### config.mk
export PLATFORM = sky130hd
export DESIGN_NAME = spi_master
export DESIGN_NICKNAME = d
export VERILOG_FILES = /design/src/rtl/spi_master_pkg.sv /design/src/rtl/spi_master_half_timer.sv /design/src/rtl/spi_master.sv
export SDC_FILE = /design/constraint.sdc
export NUM_CORES = 1
export LEC_CHECK = 0
export BUFFER_PORTS_ARGS = -buffer_cell sky130_fd_sc_hd__buf_2
export CAP_MARGIN = 40
export CORE_MARGIN = 3
export CORE_UTILIZATION = 59
export CTS_CLUSTER_SIZE = 28
export DETAILED_ROUTE_END_ITERATION = 10
export PLACE_DENSITY = 0.82
export SYNTH_ARGS = -nofsm -noshare
export SYNTH_HDL_FRONTEND = slang
export SYNTH_SLANG_ARGS = --single-unit
### constraint.sdc
create_clock -name clk_i -period 3.7 [get_ports clk_i]
set_clock_uncertainty 0.05 [all_clocks]
set_input_delay 0.925 -clock clk_i [delete_from_list [all_inputs] [get_ports clk_i]]
set_output_delay 0.925 -clock clk_i [all_outputs]
set_load 0.03 [all_outputs]
### src/rtl/spi_master_pkg.sv
// Shared SPI master definitions: FSM state encoding and mode-0 idle levels.
package spi_master_pkg;

  typedef enum logic [2:0] {
    ST_IDLE,
    ST_LEAD,
    ST_HIGH,
    ST_LOW,
    ST_FINISH
  } state_e;

  localparam logic CS_IDLE   = 1'b1;
  localparam logic SCLK_IDLE = 1'b0;

endpackage

### src/rtl/spi_master_half_timer.sv
// sclk half-period timer: expire_o pulses halfPeriod cycles after restart_i
// (halfPeriod-1 cycles when short_i accompanies the restart).
module spi_master_half_timer #(
  parameter int halfPeriod = 2
) (
  input  logic clk_i,
  input  logic reset_i,
  input  logic restart_i,
  input  logic short_i,
  output logic expire_o
);

  localparam int CW = $clog2(halfPeriod + 1);
  localparam logic [CW-1:0] FULL       = CW'(halfPeriod);
  localparam logic [CW-1:0] LOAD_SHORT = (halfPeriod > 1) ? CW'(2) : CW'(1);

  logic [CW-1:0] cnt_q, cnt_d;

  // Zero means stopped; the count runs 1..FULL once per restart and never wraps.
  always_comb begin
    cnt_d = cnt_q;
    if (restart_i) begin
      cnt_d = short_i ? LOAD_SHORT : CW'(1);
    end else if (cnt_q == FULL) begin
      cnt_d = '0;
    end else if (cnt_q != '0) begin
      cnt_d = cnt_q + CW'(1);
    end
  end

  always_ff @(posedge clk_i) begin
    if (reset_i) begin
      cnt_q <= '0;
    end else begin
      cnt_q <= cnt_d;
    end
  end

  assign expire_o = (cnt_q == FULL);

endmodule

### src/rtl/spi_master.sv
// SPI mode-0 master, MSB first; done pulses (2*width+1)*halfPeriod cycles after start is accepted.
// start is only honoured while idle; all outputs come straight from registers.
module spi_master
  import spi_master_pkg::*;
#(
  parameter int width      = 8,
  parameter int halfPeriod = 2
) (
  input  logic             clk_i,
  input  logic             reset_i,
  input  logic             start_i,
  input  logic [width-1:0] tx_data_i,
  input  logic             miso_i,
  output logic [width-1:0] rx_data_o,
  output logic             busy_o,
  output logic             done_o,
  output logic             cs_o,
  output logic             sclk_o,
  output logic             mosi_o
);

  localparam int BW = $clog2(width + 1);
  localparam logic [BW-1:0] LAST_BIT = BW'(width);
  localparam bit NO_LAST_LOW = (halfPeriod == 1);

  state_e           state_q;
  logic [width-1:0] tx_shift_q, rx_shift_q, rx_data_q;
  logic [BW-1:0]    bit_cnt_q;
  logic             cs_q, sclk_q, mosi_q, busy_q, done_q;

  logic expire, restart, restart_short, last_bit;

  assign last_bit = (bit_cnt_q == LAST_BIT);

  // The final low phase is one cycle short: FINISH supplies its last cycle,
  // so cs rises and done appears exactly one half-period after the last fall.
  always_comb begin
    restart       = 1'b0;
    restart_short = 1'b0;
    case (state_q)
      ST_IDLE: restart = start_i;
      ST_LEAD: restart = expire;
      ST_HIGH: begin
        restart       = expire && !(last_bit && NO_LAST_LOW);
        restart_short = last_bit;
      end
      ST_LOW:  restart = expire && !last_bit;
      default: ;
    endcase
  end

  spi_master_half_timer #(
    .halfPeriod(halfPeriod)
  ) u_half_timer (
    .clk_i    (clk_i),
    .reset_i  (reset_i),
    .restart_i(restart),
    .short_i  (restart_short),
    .expire_o (expire)
  );

  always_ff @(posedge clk_i) begin
    if (reset_i) begin
      state_q    <= ST_IDLE;
      tx_shift_q <= '0;
      rx_shift_q <= '0;
      rx_data_q  <= '0;
      bit_cnt_q  <= '0;
      cs_q       <= CS_IDLE;
      sclk_q     <= SCLK_IDLE;
      mosi_q     <= 1'b0;
      busy_q     <= 1'b0;
      done_q     <= 1'b0;
    end else begin
      done_q <= 1'b0;
      case (state_q)
        ST_IDLE: begin
          if (start_i) begin
            tx_shift_q <= tx_data_i;
            rx_shift_q <= '0;
            bit_cnt_q  <= '0;
            cs_q       <= ~CS_IDLE;
            mosi_q     <= tx_data_i[width-1];
            busy_q     <= 1'b1;
            state_q    <= ST_LEAD;
          end
        end
        ST_LEAD: begin
          if (expire) begin
            sclk_q     <= ~SCLK_IDLE;
            rx_shift_q <= {rx_shift_q[width-2:0], miso_i};
            bit_cnt_q  <= bit_cnt_q + BW'(1);
            state_q    <= ST_HIGH;
          end
        end
        ST_HIGH: begin
          if (expire) begin
            sclk_q <= SCLK_IDLE;
            if (!last_bit) begin
              tx_shift_q <= tx_shift_q << 1;
              mosi_q     <= tx_shift_q[width-2];
              state_q    <= ST_LOW;
            end else if (NO_LAST_LOW) begin
              state_q <= ST_FINISH;
            end else begin
              state_q <= ST_LOW;
            end
          end
        end
        ST_LOW: begin
          if (expire) begin
            if (last_bit) begin
              state_q <= ST_FINISH;
            end else begin
              sclk_q     <= ~SCLK_IDLE;
              rx_shift_q <= {rx_shift_q[width-2:0], miso_i};
              bit_cnt_q  <= bit_cnt_q + BW'(1);
              state_q    <= ST_HIGH;
            end
          end
        end
        ST_FINISH: begin
          cs_q      <= CS_IDLE;
          sclk_q    <= SCLK_IDLE;
          mosi_q    <= 1'b0;
          rx_data_q <= rx_shift_q;
          done_q    <= 1'b1;
          busy_q    <= 1'b0;
          state_q   <= ST_IDLE;
        end
        default: state_q <= ST_IDLE;
      endcase
    end
  end

  assign rx_data_o = rx_data_q;
  assign busy_o    = busy_q;
  assign done_o    = done_q;
  assign cs_o      = cs_q;
  assign sclk_o    = sclk_q;
  assign mosi_o    = mosi_q;

endmodule

==> impl_metrics.tcl, run 1 <==
set metrics [dict create \
    status "complete, no violations" \
    cts_sinks 37 \
    cts_root_buf "clkbuf_4" \
    path_clk_slew_ns 0.11 \
    drv_slew 0 \
    hold_end "rx_data_o[7]" \
    leakagePower_nw 0.6588 \
    met3_length_um 132 \
    synth_cell_types 39 \
    vdd_drop_max_uv 356.1 \
    critPathKind "reg -> reg" \
    drv_cap 0 \
    grt-ovfl-total 0 \
    crit_path_max_incr_delay_ns 0.84 \
    boundaryPins 25 \
    grt_pass1_wl_mm 5.313 \
    ys_seq_elements 37 \
    synth_ff_type "dfxtp_1" \
    timing.fmax_mhz 444.4 \
    r2r_slack_ns 1.45 \
    ctsHoldBuffers 0 \
    slew_headroom_pct 44.62 \
    ys_warn_count 0 \
    ctsResizeCount 0 \
    synth-seq-area-share_pct 46.84 \
    yosysMostFrequentCell "dfxtp_1" \
    top_layer "met4" \
    setup_violations 0 \
    cts_htree_levels 2 \
    cts_tree "yes" \
    syn-num-nets 185 \
    cp_max_fo 15 \
    dp_hpwl_mm 2.168 \
    layout-drive-gt1-share_pct 21.35 \
    vias_per_cell 5.824 \
    wirelength_mm 3.055 \
    dieArea_um2 3338 \
    grt_max_degree 37 \
    row_count 18 \
    antenna_found_initial 0 \
    tns_ns 0 \
    ant_nets 0 \
    arrival_ns 2.46 \
    finalCritPeriodShare_pct 60.81 \
    cp_cell_sequence "nand3b_2, a2111oi_4, nor2_1, a211oi_2" \
    drt_iter0_drc 46 \
    hold_slack_ns 0.4072 \
    synth_cells 171 \
    min_from "rx_data_o[7]" \
    cts_buffers 5 \
    worstMarginPinSlew_ns 0.8306 \
    grt_pass1_vias 1230 \
    start_util_pct 62.70 \
    r2r_end "tx_shift_q[6]" \
    nNetsFinal 206 \
    period_minus_slack_ns 2.250 \
    async_reset_ff_share_pct 0 \
    chipHeight_um 57.78 \
    drtPass1Iterations 5 \
    clk_path_buf_depth 2 \
    hold_viol 0 \
    cp_top_family "compound AO/OA/AOI/OAI gates" \
    hold_path.class "reg -> reg" \
    syn_to_final_growth_pct 10.21 \
    die_x_um 57.78 \
    reg2reg_depth 4 \
    routed-wl-met2_mm 1.519 \
    io_buffers 24 \
    yosys-top-cells-area "dfxtp_1 47%, nand2_1 5.2%, nor2_1 5.2%" \
    critPathSlowestCell "a2111oi_4" \
    coreArea_um2 2522 \
    post-route-util_pct 69.10 \
    drt-met1-wl_mm 1.355 \
    rsz0062_at_grt "false" \
    synth_commonest_cells "37 x dfxtp_1, 22 x nand2_1, 22 x nor2_1" \
    netlist.area_leader.share_pct 46.84 \
    drc 0 \
    yosysTopAreaCell "dfxtp_1" \
    syn_avg_cell_area_um2 9.249 \
    synthesis.area_um2 1582 \
    antenna_cells 0 \
    place_congestion 0.8933 \
    power_density_nw_per_um2 398.7 \
    startpoint_type "flip-flop" \
    required_ns 3.91 \
    vias 1293 \
    postCtsSetupRepairBufs 0 \
    wire_per_inst_um 13.76 \
    clkLatencyLatePin_ns 0.33 \
    end_kind "flip-flop" \
    synth_edf_count 0 \
    worstReg2RegStart "state_q[1]" \
    grt_usage_pct 20.92 \
    hold_path_depth 2 \
    path_buf_inv 0 \
]
-- worst max path at each step --
stage	cells after the start	start	to	slack (ns)
4_1_cts	4	state_q[1]	tx_shift_q[6]	1.47
6_report	4	state_q[1]	tx_shift_q[6]	1.45
3_3_place_gp	5	start_i	tx_shift_q[0]	1.38
3_5_place_dp	5	start_i	tx_shift_q[3]	1.27
5_1_grt	4	state_q[1]	tx_shift_q[3]	1.31
2_1_floorplan	5	start_i	tx_shift_q[6]	1.74
-- routing by layer --
metal	GRT usage, %	vias up
met5	0	-
met4	10.26	0
met3	7.127	4
met2	36.13	18
met1	22.75	619
li1	-	652
-- power breakdown --
group          internal, W  switching (W)
Combinational    0.0000244      0.0000372
Clock            0.0000890       0.000125
Sequential        0.000410     0.00000985
Total             0.000523       0.000172
-- layout by cell type (no fill, tap or decap), types with 3 or more instances in the layout --
master	count
a211oi_1	6
a21oi_1	14
a22oi_1	9
buf_2	24
clkbuf_4	5
dfxtp_1	37
inv_1	6
mux2i_1	7
nand2_1	22
nor2_1	22
nor3_1	3
-- registers in the layout, summed over array words and instances (netlist names) --
name,count
cs_o,1
bit_cnt_q,4
rx_shift_q,8
busy_o,1
sclk_o,1
done_o,1
rx_data_o,8
mosi_o,1
u_half_timer.cnt_q,2
state_q,3
tx_shift_q,7
-- layout make-up --
| type | instances | area [µm²] |
|---|---|---|
| sequential | 37 | 740.7 |
| inverter | 6 | 22.52 |
| clock inverter | 1 | 7.507 |
| clock buffer | 6 | 51.30 |
| fill | 209 | 779.5 |
| multi-input combinational | 117 | 755.7 |
| tap | 30 | 37.54 |
| timing repair buffer | 25 | 127.6 |
-- per-stage QoR --
step                instance area [µm²]  power [W]  std cells  setup slack [ns]
finish                             1743  0.0006949        222             1.450
global route                       1743  0.0007258        222             1.311
CTS                                1743  0.0007010        222             1.473
detailed placement                 1684  0.0004900        215             1.267
global placement                   1684  0.0004865        215             1.377
floorplan                          1582  0.0004750        171             1.737
-- worst register-to-register path: stages (launching register included) --
cell and delay, ns:
dfxtp_1 0.67, nand3b_2 0.22, a2111oi_4 0.84, nor2_1 0.15
a211oi_2 0.23
-- kinds of logic after synthesis --
family	after synthesis	share of synthesized area [%]
buffers and inverters	17	5.379
multiplexers	8	5.143
flip-flops	37	46.84
AO/OA/AOI/OAI	41	19.30
AND/OR/NAND/NOR	66	21.76
adder cells (fa/ha/maj)	2	1.582
Note: power is estimated with default switching activity, not from simulation.
==> run 2, diff against run 1 <==
--- a/config.mk
+++ b/config.mk
@@ -8,10 +8,10 @@
 export BUFFER_PORTS_ARGS = -buffer_cell sky130_fd_sc_hd__buf_2
 export CAP_MARGIN = 40
 export CORE_MARGIN = 3
-export CORE_UTILIZATION = 59
+export CORE_UTILIZATION = 49
 export CTS_CLUSTER_SIZE = 28
 export DETAILED_ROUTE_END_ITERATION = 10
-export PLACE_DENSITY = 0.82
+export PLACE_DENSITY = 0.72
 export SYNTH_ARGS = -nofsm -noshare
 export SYNTH_HDL_FRONTEND = slang
 export SYNTH_SLANG_ARGS = --single-unit
==> constraint.sdc (replaced) <==
create_clock -name clk_i -period 1.9 [get_ports clk_i]
set_clock_uncertainty 0.05 [all_clocks]
set_input_delay 0.475 -clock clk_i [delete_from_list [all_inputs] [get_ports clk_i]]
set_output_delay 0.475 -clock clk_i [all_outputs]
set_load 0.03 [all_outputs]
==> run 2 against run 1 <==
First-iteration DRC count down 15%. Critical endpoint is now u_half_timer.cnt_q[0]. Clock power up 110%. Highest routed layer unchanged. Largest cell class unchanged. Largest power group unchanged. Cell count up 9.0%. Via count up 0.54%. Flip-flop and latch count unchanged. Non-clock buffer count up 7.
==> impl_metrics.tcl, run 2 (synthesis gave the netlist of run 1 again) <==
set metrics [dict create \
    row_count 19 \
    cts_buffers 5 \
    layout_commonest_cell "dfxtp_1" \
    timing.fmax_mhz 564.8 \
    slew_headroom_pct 68.42 \
    leakagePower_nw 0.7035 \
    postPlaceCellArea_um2 1752 \
    period_minus_slack_ns 1.770 \
    arrival_ns 1.99 \
    rsz0062_at_grt "false" \
    status "complete, no violations" \
    vias 1300 \
    worstMarginPinSlew_ns 0.4730 \
    grt_usage_pct 17.62 \
    chipHeight_um 62.81 \
    finalCritPeriodShare_pct 93.18 \
    hold_viol 0 \
    io_buffers 24 \
    crit_path_max_incr_delay_ns 0.52 \
    cp_cell_sequence "inv_1, ha_1, and4b_1, or4b_1, a21boi_0" \
    cts_sinks 37 \
    path_clk_slew_ns 0.12 \
    antenna_cells 0 \
    cts_htree_levels 2 \
    hold_path.class "in -> reg" \
    grt_pass1_wl_mm 5.547 \
    drv_cap 0 \
    clk_path_buf_depth 2 \
    ant_nets 0 \
    boundaryPins 25 \
    cts_root_buf "clkbuf_4" \
    grt_pass1_vias 1289 \
    postLayoutCellArea_um2 1821 \
    end_kind "flip-flop" \
    drc 0 \
    setup_violations 0 \
    path_buf_inv 1 \
    coreArea_um2 2924 \
    cp_top_family "simple AND/OR/NAND/NOR gates" \
    tns_ns 0 \
    drt_iter0_drc 39 \
    syn_to_final_growth_pct 15.11 \
    postCtsSetupRepairBufs 0 \
    dieArea_um2 3945 \
    vdd_drop_max_uv 439.0 \
    final_cell_mix "37 x dfxtp_1, 24 x buf_2, 22 x nor2_1, 22 x nand2_1, 14 x a21oi_1" \
    power_density_nw_per_um2 767.5 \
    layout-drive-gt1-share_pct 24.50 \
    wirelength_mm 3.120 \
    grt-ovfl-total 0 \
    die_x_um 62.81 \
    start_util_pct 54.09 \
    vias_per_cell 5.372 \
    drv_slew 0 \
    required_ns 2.12 \
    cp_max_fo 6 \
    nNetsFinal 213 \
    clkLatencyLatePin_ns 0.35 \
    cts_tree "yes" \
    dp_hpwl_mm 2.213 \
    grt_max_degree 25 \
    antenna_found_initial 0 \
    place_congestion 0.7656 \
    drtPass1Iterations 4 \
    wire_per_inst_um 12.89 \
    startpoint_type "flip-flop" \
    critPathSlowestCell "or4b_1" \
    critPathKind "reg -> reg" \
]
## run 2: cell types whose count changed in the layout (fill, tap and decap cells not counted), sizes merged
cell,previous run,this run
buf,25,32
clkinv,0,2
clkinvlp,1,0
## run 2: worst paths after layout
| check | startpoint | endpoint | slack [ns] | cells after the start |
|---|---|---|---|---|
| max | bit_cnt_q[0] | u_half_timer.cnt_q[0] | 0.13 | 5 |
| min | tx_data_i[0] | tx_shift_q[0] | 0.34 | 3 |
| max reg2reg | bit_cnt_q[0] | u_half_timer.cnt_q[0] | 0.13 | 5 |
| min reg2reg | rx_data_o[7] | rx_data_o[7] | 0.41 | 2 |
## run 2: through the flow
step	hold slack (ns)	util [%]	std cells	setup slack, ns	power, W
final	0.3356	62.26	242	0.1295	0.001397
after global routing	0.3384	62.26	242	0.01394	0.001475
after CTS	0.3273	62.13	242	0.08211	0.001407
after detailed placement	0.3940	59.91	234	0.09835	0.0009635
after global placement	0.3913	59.91	234	0.1992	0.0009581
after floorplan	0.3816	-	171	0.1993	0.0009249
## run 2: worst register-to-register path: cells and delay by family, from the launching register on
family                   cells  cell delay, ns
flip-flops                   1            0.39
adder cells (fa/ha/maj)      1            0.20
buffers and inverters        1            0.07
AND/OR/NAND/NOR              2            0.82
AO/OA/AOI/OAI                1            0.17
## run 2: layout make-up
type | count | area (µm²)
fillers | 266 | 1104
multi-input cells | 117 | 755.7
flip-flops and latches | 37 | 740.7
repair buffers | 32 | 183.9
well taps | 42 | 52.55
clock buffers | 6 | 51.30
inverters | 6 | 22.52
clock inverters | 2 | 13.76
## run 2: where the power goes
part | switching [W] | internal [W]
combinational | 0.0000737 | 0.0000566
sequential | 0.0000192 | 0.000798
clock | 0.000270 | 0.000180
## run 2: per-layer routing
| layer | share of wire [%] | vias to the layer above | GRT usage (%) |
|---|---|---|---|
| met1 | 46 | 600 | 19.82 |
| li1 | - | 663 | - |
| met5 | 0 | - | 0 |
| met2 | 47 | 31 | 30.09 |
| met4 | 2.0 | 0 | 8.264 |
| met3 | 5.0 | 6 | 5.576 |
## run 2: what timing repair did
item | in CTS | in global routing
gates resized for setup | 0 | 1
hold buffers | 0 | 0
endpoints found under the setup margin | 0 | 2
